<file path="src/rtl/lag_measure_pkg.sv">
// lag_measure_pkg: channel state type and shared constants for the lag measurement block
package lag_measure_pkg;
    typedef enum logic [1:0] {IDLE, MEASURING, DONE} chan_state_t;
    localparam int DEFAULT_DIVIDER = 27;
    localparam int DEFAULT_TIMEOUT = 500000;
    function automatic logic [63:0] min_init(input int width);
        return (64'd1 << width) - 64'd1;
    endfunction
endpackage

</file>
<file path="src/rtl/lag_channel.sv">
// lag_channel: one sensor's synchroniser, edge detect, measurement FSM and statistics
// Ports: clock/reset; start/clear_stats pulses; raw sensor pin; shared tick_count;
// last/min/max/avg statistics, result_valid pulse, sticky timeout, done, sensor_level.
module lag_channel
    import lag_measure_pkg::*;
#(
    parameter int COUNT_WIDTH = 20,
    parameter int TIMEOUT_TICKS = DEFAULT_TIMEOUT,
    parameter int AVG_LOG2 = 3,
    parameter bit SENSOR_ACTIVE_LOW = 1'b1
) (
    input  logic clock,
    input  logic reset,
    input  logic start,
    input  logic clear_stats,
    input  logic sensor,
    input  logic [COUNT_WIDTH-1:0] tick_count,
    output logic [COUNT_WIDTH-1:0] last_count,
    output logic [COUNT_WIDTH-1:0] min_count,
    output logic [COUNT_WIDTH-1:0] max_count,
    output logic [COUNT_WIDTH-1:0] avg_count,
    output logic result_valid,
    output logic timeout,
    output logic done,
    output logic sensor_level
);
    localparam int AW = COUNT_WIDTH + AVG_LOG2;
    localparam int SW = AVG_LOG2 + 1;
    localparam logic [COUNT_WIDTH-1:0] MIN_INIT = COUNT_WIDTH'(min_init(COUNT_WIDTH));
    localparam logic [COUNT_WIDTH-1:0] TIMEOUT_AT = COUNT_WIDTH'(TIMEOUT_TICKS);
    chan_state_t state;
    logic [1:0] sync;
    logic prev, rise, measuring, capture, timed_out, block_full;
    logic [AW-1:0] acc, acc_next;
    logic [SW-1:0] samples, samples_next;
    // synchroniser resets to the idle pin level so sensor_level starts low
    assign sensor_level = sync[1] ^ SENSOR_ACTIVE_LOW;
    assign rise = sensor_level & ~prev;
    // a start in the same cycle restarts the measurement and discards any edge/timeout
    assign measuring = (state == MEASURING) && !start;
    assign capture = measuring && rise;
    assign timed_out = measuring && !rise && (tick_count == TIMEOUT_AT);
    assign acc_next = acc + AW'(tick_count);
    assign samples_next = samples + SW'(1);
    assign block_full = samples_next == SW'(1 << AVG_LOG2);
    assign done = state == DONE;
    always_ff @(posedge clock) begin
        if (reset) begin
            sync <= {2{SENSOR_ACTIVE_LOW}};
            prev <= 1'b0;
            state <= IDLE;
            last_count <= '0;
            min_count <= MIN_INIT;
            max_count <= '0;
            avg_count <= '0;
            acc <= '0;
            samples <= '0;
            result_valid <= 1'b0;
            timeout <= 1'b0;
        end else begin
            sync <= {sync[0], sensor};
            prev <= sensor_level;
            result_valid <= capture && !clear_stats;
            if (start) begin
                state <= MEASURING;
                timeout <= 1'b0;
            end else if (capture || timed_out) begin
                state <= DONE;
            end
            if (timed_out) timeout <= 1'b1;
            if (clear_stats) begin
                last_count <= '0;
                min_count <= MIN_INIT;
                max_count <= '0;
                avg_count <= '0;
                acc <= '0;
                samples <= '0;
            end else if (capture) begin
                last_count <= tick_count;
                if (tick_count < min_count) min_count <= tick_count;
                if (tick_count > max_count) max_count <= tick_count;
                acc <= block_full ? '0 : acc_next;
                samples <= block_full ? '0 : samples_next;
                if (block_full) avg_count <= COUNT_WIDTH'(acc_next >> AVG_LOG2);
            end
        end
    end
endmodule

</file>
<file path="src/rtl/lag_measure_multi.sv">
// lag_measure_multi: multi-channel start-to-sensor lag timer with per-channel statistics
// Ports: clock/reset; start and clear_stats pulses; raw sensor pins; packed per-channel
// last/min/max/avg counts (channel i at [i*COUNT_WIDTH +: COUNT_WIDTH]); result_valid,
// timeout and sensor_level per channel; all_done when every channel has finished.
module lag_measure_multi
    import lag_measure_pkg::*;
#(
    parameter int CHANNELS = 2,
    parameter int CLOCK_DIVIDER = DEFAULT_DIVIDER,
    parameter int COUNT_WIDTH = 20,
    parameter int TIMEOUT_TICKS = DEFAULT_TIMEOUT,
    parameter int AVG_LOG2 = 3,
    parameter bit SENSOR_ACTIVE_LOW = 1'b1
) (
    input  logic clock,
    input  logic reset,
    input  logic start,
    input  logic clear_stats,
    input  logic [CHANNELS-1:0] sensor,
    output logic [CHANNELS*COUNT_WIDTH-1:0] last_count,
    output logic [CHANNELS*COUNT_WIDTH-1:0] min_count,
    output logic [CHANNELS*COUNT_WIDTH-1:0] max_count,
    output logic [CHANNELS*COUNT_WIDTH-1:0] avg_count,
    output logic [CHANNELS-1:0] result_valid,
    output logic [CHANNELS-1:0] timeout,
    output logic all_done,
    output logic [CHANNELS-1:0] sensor_level
);
    localparam int PW = $clog2(CLOCK_DIVIDER + 1);
    localparam logic [COUNT_WIDTH-1:0] TIMEOUT_AT = COUNT_WIDTH'(TIMEOUT_TICKS);
    logic [PW-1:0] prescaler;
    logic [COUNT_WIDTH-1:0] tick_count;
    logic [CHANNELS-1:0] done;
    logic tick;
    assign tick = prescaler == PW'(CLOCK_DIVIDER - 1);
    always_ff @(posedge clock) begin
        if (reset) begin
            prescaler <= '0;
            tick_count <= '0;
            all_done <= 1'b0;
        end else begin
            all_done <= &done;
            if (start) begin
                prescaler <= '0;
                tick_count <= '0;
            end else begin
                prescaler <= tick ? '0 : prescaler + 1'b1;
                if (tick && tick_count != TIMEOUT_AT) tick_count <= tick_count + 1'b1;
            end
        end
    end
    for (genvar i = 0; i < CHANNELS; i++) begin : g_ch
        lag_channel #(
            .COUNT_WIDTH(COUNT_WIDTH),
            .TIMEOUT_TICKS(TIMEOUT_TICKS),
            .AVG_LOG2(AVG_LOG2),
            .SENSOR_ACTIVE_LOW(SENSOR_ACTIVE_LOW)
        ) u_ch (
            .clock(clock),
            .reset(reset),
            .start(start),
            .clear_stats(clear_stats),
            .sensor(sensor[i]),
            .tick_count(tick_count),
            .last_count(last_count[i*COUNT_WIDTH +: COUNT_WIDTH]),
            .min_count(min_count[i*COUNT_WIDTH +: COUNT_WIDTH]),
            .max_count(max_count[i*COUNT_WIDTH +: COUNT_WIDTH]),
            .avg_count(avg_count[i*COUNT_WIDTH +: COUNT_WIDTH]),
            .result_valid(result_valid[i]),
            .timeout(timeout[i]),
            .done(done[i]),
            .sensor_level(sensor_level[i])
        );
    end
endmodule
</file>
<file path="config.mk">
export PLATFORM = sky130hd
export DESIGN_NAME = lag_measure_multi
export DESIGN_NICKNAME = d
export VERILOG_FILES = /design/src/rtl/lag_measure_pkg.sv /design/src/rtl/lag_channel.sv /design/src/rtl/lag_measure_multi.sv
export SDC_FILE = /design/constraint.sdc
export NUM_CORES = 1
export LEC_CHECK = 0
export CORE_MARGIN = 5
export CORE_UTILIZATION = 35
export DETAILED_ROUTE_END_ITERATION = 12
export PLACE_DENSITY = 0.68
export SYNTH_ARGS = -nofsm -noshare
export SYNTH_HDL_FRONTEND = slang
export SYNTH_SLANG_ARGS = --single-unit
</file>
<file path="constraint.sdc">
create_clock -name clock -period 2.4 [get_ports clock]
set_clock_uncertainty 0.1 [all_clocks]
set_input_delay 0.24 -clock clock [delete_from_list [all_inputs] [get_ports clock]]
set_output_delay 0.24 -clock clock [all_outputs]
set_load 0.01 [all_outputs]
</file>
==> results of run 1 <==
## layout make-up
class | instances | area [um^2] | area share
Tap cell | 511 | 639 | 0.0331
Multi-Input combinational cell | 1170 | 8290 | 0.429
Clock inverter | 12 | 179 | 0.00926
Inverter | 93 | 349 | 0.0181
Sequential cell | 254 | 5120 | 0.265
Timing Repair Buffer | 408 | 3910 | 0.202
Clock buffer | 41 | 831 | 0.0430
## logic make-up (layout without fill, tap and decap cells)
kind of cell	count (synthesis)	after routing	share of synthesized area
adders and majority gates	128	128	0.121
xor gates and xnor gates	58	58	0.0382
muxes	1	1	0.000752
buffers and inverters	201	554	0.0617
AOI/OAI and AO/OA	434	434	0.211
and+or+nand+nor	549	549	0.185
DFF	254	254	0.382
## power breakdown
part	internal [mW]	switching [mW]	total [mW]	leakage (nW)
combinational	0.0605	0.138	0.199	5.50
sequential	4.22	0.00945	4.23	2.06
clock	2.84	1.89	4.74	0.501
## sequential cells by signal (all words and copies together) (netlist names)
register	cells
g_ch.u_ch.timeout	2
prescaler	5
tick_count	20
g_ch.u_ch.acc	46
g_ch.u_ch.max_count	40
g_ch.u_ch.samples	8
g_ch.u_ch.min_count	40
g_ch.u_ch.state	4
g_ch.u_ch.avg_count	40
g_ch.u_ch.prev	2
g_ch.u_ch.sync	4
g_ch.u_ch.last_count	40
g_ch.u_ch.result_valid	2
all_done	1
## cells in the mapped netlist, types with 16 or more instances
cell type,count
sky130_fd_sc_hd__inv_1,93
sky130_fd_sc_hd__nor2_1,120
sky130_fd_sc_hd__xor2_1,32
sky130_fd_sc_hd__o211ai_1,47
sky130_fd_sc_hd__nand3_1,84
sky130_fd_sc_hd__clkbuf_1,84
sky130_fd_sc_hd__nand2_1,238
sky130_fd_sc_hd__xnor2_1,26
sky130_fd_sc_hd__a21o_1,49
sky130_fd_sc_hd__nor3_1,16
sky130_fd_sc_hd__nand4_1,30
sky130_fd_sc_hd__o31ai_1,43
sky130_fd_sc_hd__o21ai_0,54
sky130_fd_sc_hd__dfxtp_1,254
sky130_fd_sc_hd__a22o_1,16
sky130_fd_sc_hd__ha_1,126
sky130_fd_sc_hd__a211oi_1,16
sky130_fd_sc_hd__a21oi_1,144
## critical path, cell delays in order, from the launching register on
cell	delay, ps
sky130_fd_sc_hd__dfxtp_4	370
sky130_fd_sc_hd__ha_4	170
sky130_fd_sc_hd__fa_2	360
sky130_fd_sc_hd__a21o_1	170
sky130_fd_sc_hd__a21o_4	220
sky130_fd_sc_hd__a21oi_4	170
sky130_fd_sc_hd__o21bai_1	140
sky130_fd_sc_hd__a21o_1	180
sky130_fd_sc_hd__a21o_1	170
sky130_fd_sc_hd__xnor2_1	170
sky130_fd_sc_hd__buf_4	160
sky130_fd_sc_hd__o21ai_1	50
## stage by stage
stage | cells | cell area, um^2 | setup WS, ps | TNS, ps | utilization
2_1_floorplan | 1625 | 13300 | 2.76 | 0 | -
3_3_place_gp | 2389 | 16900 | -263 | -9700 | 0.449
3_5_place_dp | 2389 | 16900 | -308 | -14130 | 0.449
4_1_cts | 2468 | 18700 | -125 | -1190 | 0.497
5_1_grt | 2489 | 19300 | -242 | -15170 | 0.514
6_report | 2489 | 19300 | -135 | -3170 | 0.514
## worst max-delay path by stage
stage / to / slack (ps) / start
floorplan: g_ch[1].u_ch.acc[22] / 3 / tick_count[0]
global placement: g_ch[0].u_ch.avg_count[13] / -260 / tick_count[0]
detailed placement: g_ch[0].u_ch.avg_count[13] / -310 / tick_count[0]
CTS: g_ch[0].u_ch.avg_count[15] / -130 / tick_count[0]
global route: g_ch[1].u_ch.acc[13] / -240 / tick_count[1]
finish: g_ch[1].u_ch.avg_count[5] / -140 / tick_count[0]
## routing by layer
layer  global-route usage  part of all wire  vias to the layer above  routed length, um
met4               0.0734             0.034                        0               1590
li1                     -                 -                     6383                  -
met5                    0                 0                        -                  0
met2                0.349              0.48                      428              22100
met3               0.0339             0.063                       98               2900
met1                0.261              0.42                     6326              19600
## repair_timing
action                                 CTS  global route
endpoints found under the hold margin    0             0
setup buffers                           22            15
setup endpoints to repair              127           145
resized for setup                      104            89
pin swaps                               59            38
gates cloned                             4             6
==> reports/summary.log, run 1 <==
qor: hold_path.hold_path_depth 2
qor: grt.grt_first_pass_wirelength 69,300 um
qor: setup_path.crit-reg2reg-launch tick_count[0]
qor: run.drv_cap 0
qor: clock_network.cts.sinks 254
qor: floorplan.chipWidth 205 um
qor: setup_path.r2r_cells 11
qor: yosys.ys_dominant_reg_cell sky130_fd_sc_hd__dfxtp_1
qor: floorplan.num_io_pins 173
qor: clock_network.hold_buf_cts 0
qor: placed_design.finalWeightedCongestion 0.879
qor: drt.avgRoutedWirePerCell 18.6 um
qor: sta.share_of_the_clock_period_used_by_the_worst_path 1.06
qor: floorplan.dieHeight 205 um
qor: clock_network.ctsLongestPathBuffers 3
qor: yosys.post_synth_inst_count 1,625
qor: floorplan.core_area 37,600 um^2
qor: sta.timing.final.setup_violations 73
qor: grt.antenna_found_initial 0
qor: clock_network.cts_tree built
qor: setup_path.worst-setup-path-type flop to flop
qor: yosys.ys_ff_latch 254
qor: final_layout.layout_commonest_cell sky130_fd_sc_hd__dfxtp_1
qor: hold_path.worst_hold_path_type input pin to flop
qor: yosys.ys.warnings.count 0
qor: setup_path.worst-endpoint-arrival 2900 ps
qor: clock_network.clk_transition_reported_paths 60 ps
qor: sta.timing.slew.headroom 0.665
qor: power.powerDensity 474 nW/um^2
qor: yosys.synth_top_cell_by_area sky130_fd_sc_hd__dfxtp_1
qor: grt.grt_start_max_net_pins 94
qor: floorplan.design.die.area 42,000 um^2
qor: run_status.violations_in_the_final_reports setup timing
qor: clock_network.clockRootBuffer sky130_fd_sc_hd__clkbuf_16
qor: drt.detail_route.iter0.violations 753
qor: sta.timing.final.max_slew_violations 0
qor: placed_design.portBuffers 172
qor: drt.drt_wl_total 46,200 um
qor: final_layout.areaGrowthSynthToFinish 45.1%
qor: sta.post-route-worst-setup-slack -135 ps
qor: sta.worst-slew-pin-transition 498 ps
qor: grt.global_route.overflow_total 0
qor: final_layout.antenna_diode_count 0
qor: placed_design.dp_hpwl 32,000 um
qor: yosys.synth_edf_count 0
qor: setup_path.critical_path.reg2reg.endpoint g_ch[1].u_ch.avg_count[5]
qor: sta.post-route-min-period 2540 ps
qor: drt.drc_errors 0
qor: yosys.synth-seq-area-share 0.382
qor: run_status.run_status finished with violations
qor: final_layout.design.final.nets 2,090
qor: yosys.netlist_area 13,300 um^2
qor: sta.grt_setup_unrepaired true
qor: setup_path.critPathLaunchType flop
qor: grt.grt_pass1_vias 12,700
qor: clock_network.clk-insertion-delay-late 590 ps
qor: floorplan.initial_utilization 0.354
qor: setup_path.cp_max_fo 4
qor: setup_path.cp-end-kind flop
qor: yosys.synth_area_leaders sky130_fd_sc_hd__dfxtp_1 (38%), sky130_fd_sc_hd__ha_1 (12%), sky130_fd_sc_hd__nand2_1 (6.7%)
qor: final_layout.final_layout_size_suffix_gt1_frac 0.222
qor: yosys.synth_cell_types 71
qor: hold_path.hold_path_end g_ch[0].u_ch.sync[0]
qor: hold_path.timing.hold.worst.start sensor[0]
qor: drt.num_vias 13,200
qor: drt.number_of_nets_with_antenna_violations_after_routing 0
qor: setup_path.regToRegSetupSlack -140 ps
qor: clock_network.cts_htree_levels 1
qor: sta.timing.fmax 0.394 GHz
qor: yosys.synthArstFlopShare 0
qor: grt.grtUsageTotal 0.205
qor: sta.hold-worst-slack 117 ps
qor: clock_network.numCtsBuffers 29
qor: power.worst_vdd_drop 0.000616 V
qor: yosys.netlist.area_leader.share 0.382
qor: final_layout.layout_common_cells sky130_fd_sc_hd__dfxtp_1 (238), sky130_fd_sc_hd__nand2_1 (235), sky130_fd_sc_hd__buf_4 (191)
qor: final_layout.layout.filler_cells 3,436
qor: drt.dr.pass1.iters 7
qor: power.power.total 9.16 mW
qor: setup_path.timing.critical_path.required 2770 ps
qor: yosys.avgSynthCellArea 8.19 um^2
qor: floorplan.placement_rows 71
qor: drt.routed_via_density 5.32
qor: power.power.leakage 8.06 nW
qor: sta.hold_viol_final 0
qor: yosys.synth_fp_nets 1,759
Power figures use the tool's default switching activity.
==> run 2: changes to the inputs <==
Settings changed: TNS_END_PERCENT set to 50.
==> reports/summary.log, run 2 (same netlist as run 1, synthesis figures left out) <==
qor: setup_path.timing.critical_path.required 2760 ps [about the same]
qor: floorplan.chipWidth 205 um [unchanged]
qor: floorplan.design.die.area 42,000 um^2 [unchanged]
qor: drt.avgRoutedWirePerCell 18.4 um [-1.1%]
qor: final_layout.layout_common_cells sky130_fd_sc_hd__dfxtp_1 (237), sky130_fd_sc_hd__nand2_1 (236), sky130_fd_sc_hd__buf_4 (186)
qor: setup_path.cpPeakStageDelay 370 ps [about the same]
qor: setup_path.r2r_cells 11 [unchanged]
qor: clock_network.cts_tree built
qor: sta.share_of_the_clock_period_used_by_the_worst_path 1.06 [about the same]
qor: grt.grt_first_pass_wirelength 69,400 um [about the same]
qor: sta.grt_setup_unrepaired true
qor: grt.antenna_found_initial 0 [unchanged]
qor: setup_path.crit_path_cell_trace ha_4, fa_2, a21o_1, a21o_4, a21oi_4, o21bai_1, a21o_1, a21o_1, xnor2_1, buf_4, o21ai_1
qor: floorplan.core_area 37,600 um^2 [unchanged]
qor: sta.worst-slew-pin-transition 525 ps [+27.8 ps]
qor: final_layout.antenna_diode_count 0 [unchanged]
qor: power.power.leakage 7.95 nW [-1.3%]
qor: setup_path.timing.critical_path.depth 11 [unchanged]
qor: drt.num_vias 13,100 [-1.2%]
qor: drt.detail_route.iter0.violations 692 [-8.1%]
qor: hold_path.worst_hold_path_type input pin to flop
qor: final_layout.layout.filler_cells 3,472 [+1.0%]
qor: final_layout.layout_commonest_cell sky130_fd_sc_hd__dfxtp_1
qor: setup_path.cp-end-kind flop
qor: clock_network.clockRootBuffer sky130_fd_sc_hd__clkbuf_16
qor: setup_path.cell_type_with_the_highest_occurrence_count_on_the_critical_path sky130_fd_sc_hd__a21o_1
qor: clock_network.clk_transition_reported_paths 60 ps [about the same]
qor: setup_path.critPathLaunchType flop
qor: placed_design.portBuffers 172 [unchanged]
qor: setup_path.worst-setup-path-type flop to flop
qor: clock_network.cts.sinks 254 [unchanged]
qor: clock_network.cts_htree_levels 1 [unchanged]
qor: sta.post-route-min-period 2540 ps [-0.226 ps]
qor: sta.timing.final.setup_violations 66 [-9.6%]
qor: final_layout.number_of_flip_flops_under_the_largest_register_name 46 [unchanged]
qor: final_layout.final_layout_size_suffix_gt1_frac 0.217 [-0.00464]
qor: floorplan.placement_rows 71 [unchanged]
qor: setup_path.cp_max_fo 4 [unchanged]
qor: floorplan.dieHeight 205 um [unchanged]
qor: setup_path.cp.buffers_inverters 1 [unchanged]
qor: sta.totalNegativeSetupSlack -3190 ps [-18.9 ps]
qor: run.drv_cap 0 [unchanged]
qor: power.powerDensity 479 nW/um^2 [+0.92%]
qor: final_layout.largest_register g_ch.u_ch.acc
qor: final_layout.areaGrowthSynthToFinish 43.6%
qor: clock_network.hold_buf_cts 0 [unchanged]
qor: clock_network.ctsLongestPathBuffers 3 [unchanged]
qor: clock_network.numCtsBuffers 29 [unchanged]
qor: sta.timing.slew.headroom 0.647 [-0.0187]
qor: sta.hold_viol_final 0 [unchanged]
qor: floorplan.initial_utilization 0.354 [unchanged]
qor: floorplan.num_io_pins 173 [unchanged]
qor: power.worst_vdd_drop 0.000603 V [-2.1%]
qor: run_status.run_status finished with violations
qor: grt.grtUsageTotal 0.205 [about the same]
qor: final_layout.design.final.nets 2,077 [-0.62%]
qor: drt.drt_wl_total 45,400 um [-1.7%]
qor: drt.routed_via_density 5.28 [-0.68%]
qor: clock_network.clk-insertion-delay-late 590 ps [about the same]
qor: placed_design.dp_hpwl 32,000 um [unchanged]
qor: setup_path.worst-endpoint-arrival 2900 ps [about the same]
qor: grt.global_route.overflow_total 0 [unchanged]
qor: drt.drc_errors 0 [unchanged]
qor: grt.grt_start_max_net_pins 94 [unchanged]
qor: sta.post-route-worst-setup-slack -135 ps [+0.226 ps]
qor: sta.timing.fmax 0.394 GHz [about the same]
qor: grt.grt_pass1_vias 12,700 [+0.22%]
qor: sta.timing.final.max_slew_violations 0 [unchanged]
qor: run_status.violations_in_the_final_reports setup timing
qor: drt.number_of_nets_with_antenna_violations_after_routing 0 [unchanged]
qor: setup_path.worst_path_max_delay_cell sky130_fd_sc_hd__dfxtp_4
qor: final_layout.finalCoreUtilization 0.509 [-0.00536]
qor: placed_design.finalWeightedCongestion 0.879 [unchanged]
qor: drt.dr.pass1.iters 5 [-2]
qor: setup_path.path_delay_family compound AO/OA/AOI/OAI gates
qor: hold_path.hold_path_depth 2 [unchanged]
[run 2: path summary, 6_finish.rpt]
check                  startpoint                    to  slack, ps
min                     sensor[0]  g_ch[0].u_ch.sync[0]        120
min reg2reg  g_ch[0].u_ch.sync[0]  g_ch[0].u_ch.sync[1]        310
max                 tick_count[0]   g_ch[1].u_ch.acc[8]       -140
max reg2reg         tick_count[0]   g_ch[1].u_ch.acc[8]       -140
[run 2: power by group]
part	internal, mW	switching [mW]
sequential	4.22	0.00945
combinational	0.0556	0.135
clock	2.84	1.89
total	7.12	2.03
[run 2: stage by stage]
stage	hold WS, ps	instance area (um^2)	cells	total power, mW	setup WS, ps
final	121	19100	2476	9.15	-135
after global routing	114	19100	2476	9.43	-232
after CTS	97.1	18600	2467	9.25	-125
after detailed placement	297	16900	2389	4.52	-308
after global placement	292	16900	2389	4.51	-263
after floorplan	244	13300	1625	4.44	2.76
[run 2: layout make-up]
cell class | instances | area [um^2] | share of cell area
multi-input cells | 1170 | 8250 | 0.431
flip-flops and latches | 254 | 5120 | 0.268
repair buffers | 395 | 3750 | 0.196
clock buffers | 41 | 831 | 0.0435
well taps | 511 | 639 | 0.0334
inverters | 93 | 349 | 0.0183
clock inverters | 12 | 179 | 0.00936
[run 2: worst register-to-register path, stage by stage, from the launching register on]
cell and delay, ps:
sky130_fd_sc_hd__dfxtp_4 370, sky130_fd_sc_hd__ha_4 170, sky130_fd_sc_hd__fa_2 360, sky130_fd_sc_hd__a21o_1 170
sky130_fd_sc_hd__a21o_4 220, sky130_fd_sc_hd__a21oi_4 170, sky130_fd_sc_hd__o21bai_1 150, sky130_fd_sc_hd__a21o_1 190
sky130_fd_sc_hd__a21o_1 170, sky130_fd_sc_hd__xnor2_1 150, sky130_fd_sc_hd__buf_4 150, sky130_fd_sc_hd__o21ai_1 50
[run 2: timing repair]
item	4_1_cts	5_1_grt
gates cloned	4	1
setup endpoints to repair	127	145
gates resized for setup	99	82
pin swaps	57	37
buffers inserted	21	8
[run 2: layer usage]
| metal | track usage | routed length, um | share of wire |
|---|---|---|---|
| met2 | 0.349 | 21600 | 0.48 |
| met1 | 0.261 | 19700 | 0.43 |
| met4 | 0.0742 | 1620 | 0.036 |
| met5 | 0 | 0 | 0 |
| met3 | 0.0340 | 2570 | 0.056 |
